<file path="src/rtl/fft_frame_ctrl.sv">
// fft_frame_ctrl
// Frame scheduler around an N-point streaming FFT core. Upstream samples are
// packed into fixed N-slot frames on the core input. The core output is tagged
// with valid, natural bin index and first/last markers, so downstream logic
// never has to track the core pipeline latency.
//
// Ports:
//   clk, rstx      clock, synchronous active-low reset
//   abort          drop everything in flight and return to CLEAR
//   s_valid/s_ready/s_data   upstream sample stream (no slips inside a frame)
//   fft_clear, fft_din       registered core controls / input
//   fft_dout                 core output {im, re}
//   m_valid, m_data, m_bin, m_first, m_last   tagged spectrum output
//   underrun       sticky: a live frame was missing a sample
//   frame_cnt      frames emitted, wraps
module fft_frame_ctrl #(
    parameter int N       = 8,
    parameter int LOGN    = 3,
    parameter int DW      = 8,
    parameter int LATENCY = 8,
    parameter int BITREV  = 1
) (
    input  logic            clk,
    input  logic            rstx,
    input  logic            abort,
    input  logic            s_valid,
    output logic            s_ready,
    input  logic [DW-1:0]   s_data,
    output logic            fft_clear,
    output logic [DW-1:0]   fft_din,
    input  logic [2*DW-1:0] fft_dout,
    output logic            m_valid,
    output logic [2*DW-1:0] m_data,
    output logic [LOGN-1:0] m_bin,
    output logic            m_first,
    output logic            m_last,
    output logic            underrun,
    output logic [15:0]     frame_cnt
);

    typedef enum logic {CLEAR, RUN} state_t;

    state_t          state, state_nx;
    logic [LOGN-1:0] pos, pos_nx;
    logic            live, live_nx;
    logic [DW-1:0]   din_nx;
    logic            tag_live, tag_first;
    logic            tag_live_nx, tag_first_nx;
    logic            stall;
    // Tag delay line: lines up {live, first} with the core's output.
    logic [LATENCY-1:0] sr_live, sr_first;
    logic [LOGN-1:0]    slot, slot_nx;

    function automatic logic [LOGN-1:0] bit_rev(input logic [LOGN-1:0] v);
        logic [LOGN-1:0] r;
        for (int i = 0; i < LOGN; i++) r[i] = v[LOGN-1-i];
        return r;
    endfunction

    always_ff @(posedge clk) begin
        if (!rstx) state <= CLEAR;
        else       state <= state_nx;
    end

    always_comb begin
        state_nx     = state;
        pos_nx       = pos;
        live_nx      = live;
        din_nx       = '0;
        tag_live_nx  = 1'b0;
        tag_first_nx = 1'b0;
        stall        = 1'b0;
        s_ready      = 1'b0;
        unique case (state)
            CLEAR: begin
                s_ready = 1'b1;
                if (s_valid) begin
                    state_nx     = RUN;
                    pos_nx       = LOGN'(1);
                    live_nx      = 1'b1;
                    din_nx       = s_data;
                    tag_live_nx  = 1'b1;
                    tag_first_nx = 1'b1;
                end
            end
            RUN: begin
                pos_nx = pos + 1'b1;
                if (pos == '0) begin
                    // Frame liveness is decided once, at slot 0.
                    s_ready      = 1'b1;
                    live_nx      = s_valid;
                    din_nx       = s_valid ? s_data : '0;
                    tag_live_nx  = s_valid;
                    tag_first_nx = 1'b1;
                end else if (live) begin
                    // Stalls inside a live frame become zero samples, never slips.
                    s_ready     = 1'b1;
                    din_nx      = s_valid ? s_data : '0;
                    stall       = ~s_valid;
                    tag_live_nx = 1'b1;
                end
            end
            default: state_nx = CLEAR;
        endcase
        if (abort) state_nx = CLEAR;
        if (!rstx) s_ready = 1'b0;
    end

    // Output slot counter restarts on every frame marker leaving the delay line.
    always_comb begin
        slot_nx = sr_first[LATENCY-1] ? '0 : slot + 1'b1;
    end

    always_ff @(posedge clk) begin
        if (!rstx) begin
            pos       <= '0;
            live      <= 1'b0;
            fft_clear <= 1'b1;
            fft_din   <= '0;
            tag_live  <= 1'b0;
            tag_first <= 1'b0;
            sr_live   <= '0;
            sr_first  <= '0;
            slot      <= '0;
            m_valid   <= 1'b0;
            m_data    <= '0;
            m_bin     <= '0;
            m_first   <= 1'b0;
            m_last    <= 1'b0;
            underrun  <= 1'b0;
            frame_cnt <= '0;
        end else begin
            m_data <= fft_dout;
            if (abort) begin
                pos       <= '0;
                live      <= 1'b0;
                fft_clear <= 1'b1;
                fft_din   <= '0;
                tag_live  <= 1'b0;
                tag_first <= 1'b0;
                sr_live   <= '0;
                sr_first  <= '0;
                slot      <= '0;
                m_valid   <= 1'b0;
                m_bin     <= '0;
                m_first   <= 1'b0;
                m_last    <= 1'b0;
                underrun  <= 1'b0;
            end else begin
                pos       <= pos_nx;
                live      <= live_nx;
                fft_clear <= (state_nx == CLEAR);
                fft_din   <= din_nx;
                tag_live  <= tag_live_nx;
                tag_first <= tag_first_nx;
                sr_live[0]  <= tag_live;
                sr_first[0] <= tag_first;
                for (int i = 1; i < LATENCY; i++) begin
                    sr_live[i]  <= sr_live[i-1];
                    sr_first[i] <= sr_first[i-1];
                end
                slot    <= slot_nx;
                m_bin   <= (BITREV != 0) ? bit_rev(slot_nx) : slot_nx;
                m_valid <= sr_live[LATENCY-1];
                m_first <= sr_live[LATENCY-1] & sr_first[LATENCY-1];
                m_last  <= sr_live[LATENCY-1] & (slot_nx == LOGN'(N-1));
                if (stall)  underrun  <= 1'b1;
                if (m_last) frame_cnt <= frame_cnt + 16'd1;
            end
        end
    end

endmodule
</file>
<file path="config.mk">
export PLATFORM = sky130hd
export DESIGN_NAME = fft_frame_ctrl
export DESIGN_NICKNAME = d
export VERILOG_FILES = /design/src/rtl/fft_frame_ctrl.sv
export SDC_FILE = /design/constraint.sdc
export NUM_CORES = 1
export LEC_CHECK = 0
export ABC_AREA = 1
export CAP_MARGIN = 15
export CORE_UTILIZATION = 33
export CTS_BUF_LIST = sky130_fd_sc_hd__clkbuf_16
export CTS_CLUSTER_SIZE = 12
export DETAILED_ROUTE_END_ITERATION = 10
export DONT_BUFFER_PORTS = 1
export GPL_TIMING_DRIVEN = 1
export PLACE_DENSITY = 0.45
export SLEW_MARGIN = 15
export SYNTH_ARGS = -nofsm -noshare
export SYNTH_HDL_FRONTEND = slang
export SYNTH_SLANG_ARGS = --single-unit
</file>
<file path="constraint.sdc">
create_clock -name clk -period 1.4 [get_ports clk]
set_input_delay 0.28 -clock clk [delete_from_list [all_inputs] [get_ports clk]]
set_output_delay 0.28 -clock clk [all_outputs]
set_load 0.01 [all_outputs]
</file>
==> out/qor.txt, run 1 <==
Placed Area - 0.00278 mm2
TritonCTS buffer count - 9
IO buf count - 0
Arr. time, crit path - 1440 ps
via count - 1851
DRT Pass-1 Iters - 4
#FFs+latches synth - 71
drt via density - 4.15
commonest non-fill, non-tap cell in the layout - dfxtp_1
failing checks - negative setup slack
Worst Hold Class - in -> reg
Worst-Margin Slew - 245 ps
# rows - 31
syn_nets - 342
max cap viols - 0
Die X - 89.6 um
Max Slew Vio Count - 0
antenna cell count - 0
CORE AREA - 0.00733 mm2
root buf cell - clkbuf_16
Setup TNS Final - -1220 ps
drt drc - 0
critical path type - reg -> out
largest net degree at the start of global routing - 34
RSZ-0062 raised after global routing - yes
Die ar. - 0.00803 mm2
startpoint types - register
average routed wire per standard cell - 11.9 um
cell internal pwr - 3860 uW
switching share of power - 20.4%
DRT iter0 DRCs - 51
Synth Cell Area - 0.00253 mm2
Net Sw Power - 989 uW
antenna-violating nets left - 0
Crit path required time - 1120 ps
Sequential Power Share - 43.4%
Syn. warnings - 0
Core Util, Final - 44.5%
Detail Placement HPWL - 3590 um
initial core utilization - 34.6%
Tmin final - 1720 ps
GRT Overall Usage - 13.6%
global-route wire length before repair - 7890 um
# IOs - 77
Yosys cell types - 29
layout cells sized above 1 - 21.6%
clk slew on worst S/H paths - 60 ps
final setup fails - 10
Max FO, Critical Path - 2
Final Cell Area - 0.00326 mm2
total power - 4850 uW
most frequent cells in the layout - dfxtp_1 (69), inv_1 (63), nand2_1 (45), nor2_1 (44), buf_4 (23)
initial antenna violation count - 0
Synth-to-Final Area Change - 28.7%
Overflow after GRT - 0
# clock sinks - 71
H-tree Lvls - 3
post-synthesis sequential area ratio - 56.1%
fin crit share - 123%
fin nets - 374
Worst Skew - 5.05 ps
clock tree buffer depth - 2
mean post-synth cell area - 8.17 um2
Critical Path Sink Type - output pin
final WL - 5300 um
Synth Instances - 310
Worst-Skew Late Latency - 330 ps
f_max - 581 MHz
setup ws final - -321 ps
final hold vios - 0
Comb power frac - 2.4%
Hold WS - 46.7 ps
CTS tree - done
number of global-route vias before repair - 1697
PwrDens - 1490 mW/mm2
clock group share of total power - 54.2%
Die Y - 89.6 um
routability cong. - 0.741
P_leak - 0.00144 uW
Peak VDD IR - 747 uV
status - finished with violations
Max-Slew Margin vs Limit - 83.6%
## metal layers
| metal | share of wire, % | routed length, um | global-route usage (%) |
|---|---|---|---|
| met2 | 48 | 2540 | 21.7 |
| met5 | 0 | 0 | 0 |
| met1 | 44 | 2320 | 15.7 |
| met3 | 5.9 | 311 | 4.94 |
| met4 | 2.4 | 129 | 7.79 |
## cell type report
class,instances,area [um2]
Clock buffer,9,225
Multi-Input combinational cell,162,876
Tap cell,99,124
Inverter,70,264
Sequential cell,71,1420
Timing Repair Buffer,28,229
Clock inverter,7,119
Fill cell,750,4070
## worst max-delay path, stage by stage (launching register included)
cell,delay (ps)
dfxtp_2,330
inv_2,50
ha_4,150
inv_2,60
nor2_4,40
nor2_4,90
inv_2,50
or2_4,230
nand2_2,70
inv_2,40
## power groups by stage
stage	logic (uW)	registers, uW	clock network [uW]
after floorplan	91.0	2140	0
after global placement	95.4	2150	0
after detailed placement	97.1	2150	0
after CTS	110	2110	2690
after global routing	137	2110	2790
final	118	2100	2630
## what timing repair did
action	4_1_cts	5_1_grt
hold buffers	0	0
setup buffers	7	3
gates resized for setup	9	12
pin swaps	5	3
gates cloned	0	0
setup endpoints to repair	1	13
## stage by stage
| stage | setup WS [ps] | instances |
|---|---|---|
| 2_1_floorplan | -45.1 | 310 |
| 3_3_place_gp | -21.6 | 422 |
| 3_5_place_dp | -27.1 | 422 |
| 4_1_cts | -309 | 445 |
| 5_1_grt | -386 | 446 |
| 6_report | -321 | 446 |
## sequential cells by signal, summed over array words and instances (netlist names)
name	flops
frame_cnt	16
m_valid	1
m_bin	2
underrun	1
tag_live	1
m_data	16
m_first	1
tag_first	1
fft_din	8
m_last	1
live	1
sr_live	8
fft_clear	1
slot	1
pos	3
state	1
sr_first	8
## logic make-up (layout without fill, tap and decap cells)
kind of cell | after synthesis | in the layout | share of synthesized area (%)
AOI/OAI and AO/OA | 29 | 29 | 5.93
xor gates and xnor gates | 2 | 2 | 0.691
adders and majority gates | 4 | 4 | 1.98
buffers and inverters | 77 | 114 | 11.7
DFF | 71 | 71 | 56.1
and+or+nand+nor | 127 | 127 | 23.6
## Yosys cell counts (all sizes together)
master | instances | area share [%]
a21oi | 17 | 3.4
and3 | 1 | 0.25
buf | 6 | 1.1
clkbuf | 1 | 0.20
clkinv | 1 | 0.20
dfxtp | 71 | 56
ha | 4 | 2.0
inv | 69 | 10
nand2 | 50 | 7.9
nand3 | 10 | 2.7
nand4 | 4 | 1.6
nor2 | 54 | 9.3
nor3 | 7 | 1.6
o21ai | 10 | 2.0
o21bai | 2 | 0.59
or2 | 1 | 0.35
xnor2 | 1 | 0.35
xor2 | 1 | 0.35
## final timing paths
check / slack (ps) / from / cells after the start / end
max: -320 / pos[0] / 9 / s_ready
min: 50 / fft_dout[15] / 2 / m_data[15]
max reg2reg: -120 / pos[0] / 11 / fft_din[2]
min reg2reg: 410 / sr_live[4] / 2 / sr_live[5]
Note: power is estimated with default switching activity, not from simulation.
==> run 2, diff against run 1 <==
CORE_ASPECT_RATIO = 1.5   (was not set)
==> out/qor.txt, run 2 (same netlist as run 1, synthesis figures left out) <==
status - finished with violations
failing checks - negative setup slack
Critical Path Sink Type - output pin
IO buf count - 0 (unchanged)
critical path type - reg -> out
most used cell, CP - inv_2
Worst Skew - 3.40 ps (-1.64 ps)
most frequent cells in the layout - dfxtp_1 (68), inv_1 (63), nor2_1 (47), nand2_1 (45), buf_4 (26)
Tmin final - 1720 ps (-4.02 ps)
antenna cell count - 0 (unchanged)
f_max - 583 MHz (+0.23%)
max cap viols - 0 (unchanged)
drt via density - 4.22 (+1.7%)
antenna-violating nets left - 0 (unchanged)
root buf cell - clkbuf_16
setup ws final - -317 ps (+4.02 ps)
fin nets - 372 (-0.53%)
Crit path largest cell delay - 330 ps (about the same)
Max Slew Vio Count - 0 (unchanged)
Overflow after GRT - 0 (unchanged)
Worst-Margin Slew - 269 ps (+23.6 ps)
Arr. time, crit path - 1440 ps (about the same)
slowest CP cell - dfxtp_2
CTS tree - done
# rows - 38 (+23%)
Top Registers - frame_cnt: 16 flops, m_data: 16 flops
# clock sinks - 71 (unchanged)
# IOs - 77 (unchanged)
worst path bufs/invs - 4 (unchanged)
Max-Slew Margin vs Limit - 82.0% (-1.6 points)
TritonCTS buffer count - 9 (unchanged)
Worst Hold Class - in -> reg
RSZ-0062 raised after global routing - yes
initial core utilization - 34.6% (+0.041 points)
CORE AREA - 0.00732 mm2 (-0.12%)
number of global-route vias before repair - 1825 (+7.5%)
Peak VDD IR - 764 uV (+2.3%)
final WL - 5000 um (-5.6%)
GRT Overall Usage - 13.6% (+0.029 points)
Synth-to-Final Area Change - 24.5%
worst path cell trace - inv_2, ha_4, inv_2, nor2_1, nor2_2, inv_2, or2_4, nand2_2, inv_2
Post-CTS Hold Fix Bufs - 0 (unchanged)
Worst-Skew Late Latency - 320 ps (about the same)
H-tree Lvls - 3 (unchanged)
Die X - 73.5 um (-18%)
initial antenna violation count - 0 (unchanged)
Die ar. - 0.00804 mm2 (about the same)
startpoint types - register
P_leak - 0.00140 uW (-2.8%)
clock tree buffer depth - 2 (unchanged)
final setup fails - 6 (-4)
layout cells sized above 1 - 20.3% (-1.3 points)
global-route wire length before repair - 7960 um (+0.87%)
DRT iter0 DRCs - 46 (-9.8%)
final hold vios - 0 (unchanged)
fin crit share - 123% (-0.29 points)
Detail Placement HPWL - 3630 um (+1.1%)
average routed wire per standard cell - 11.2 um (-5.3%)
drt drc - 0 (unchanged)
Die Y - 109 um (+22%)
DRT Pass-1 Iters - 4 (unchanged)
via count - 1879 (+1.5%)
Hold WS - 52.3 ps (+5.58 ps)
routability cong. - 0.744 (+0.39%)
largest net degree at the start of global routing - 34 (unchanged)
commonest non-fill, non-tap cell in the layout - dfxtp_1
clk slew on worst S/H paths - 50 ps (about the same)
Top Family by Delay on Critical Path - simple AND/OR/NAND/NOR gates
Crit path required time - 1120 ps (about the same)
Core Util, Final - 43.1% (-1.4 points)
PwrDens - 1400 mW/mm2 (-5.8%)
Max FO, Critical Path - 2 (unchanged)
-- run 2: area by class of cell --
class | instances | area [um2]
clock buffer | 9 | 225
clock inverter | 7 | 72.6
fill | 791 | 4170
inverter | 70 | 264
multi-input combinational | 162 | 848
sequential | 71 | 1430
tap | 100 | 125
timing repair buffer | 26 | 195
-- run 2: path summary, 6_finish.rpt --
path	slack, ps	cells past startpoint	end	start
setup / recovery	-320	9	s_ready	pos[0]
hold / removal	50	2	m_data[13]	rstx
setup reg to reg	-120	11	fft_din[4]	pos[0]
hold reg to reg	410	2	sr_first[6]	sr_first[5]
-- run 2: metal layers --
metal,up-vias,global-route usage [%],share of wire [%]
li1,986,-,-
met1,832,13.3,38
met2,54,23.4,51
met3,7,5.59,8.2
met4,0,8.38,1.8
met5,-,0,0
-- run 2: metrics by stage --
step           cell area, um2  worst slack, ps  TNS, ps  std cells  total power, uW
6_report                 3160             -317     -883        445             4420
5_1_grt                  3160             -383    -1370        445             4630
4_1_cts                  3130             -316     -683        444             4510
3_5_place_dp             2810            -23.1    -74.1        426             2250
3_3_place_gp             2810            -20.1    -28.2        426             2250
2_1_floorplan            2540            -45.1    -45.1        310             2230
-- run 2: where the power goes --
group          switching [uW]  leakage, uW  internal (uW)
clock                     833     0.000143           1380
sequential               35.9     0.000580           2070
combinational            62.9     0.000675           43.7
total                     932      0.00140           3490
-- run 2: worst register-to-register path, delay by kind of cell, from the launching register on --
kind / cells / cell delay (ps)
fa+ha+maj: 1 / 150
flops: 1 / 330
buf+inv: 5 / 400
simple gates: 5 / 530
-- run 2: repair_timing --
item,4_1_cts,5_1_grt
setup buffers,2,1
pin swaps,4,3
resized for setup,2,6
setup endpoints to repair,6,14
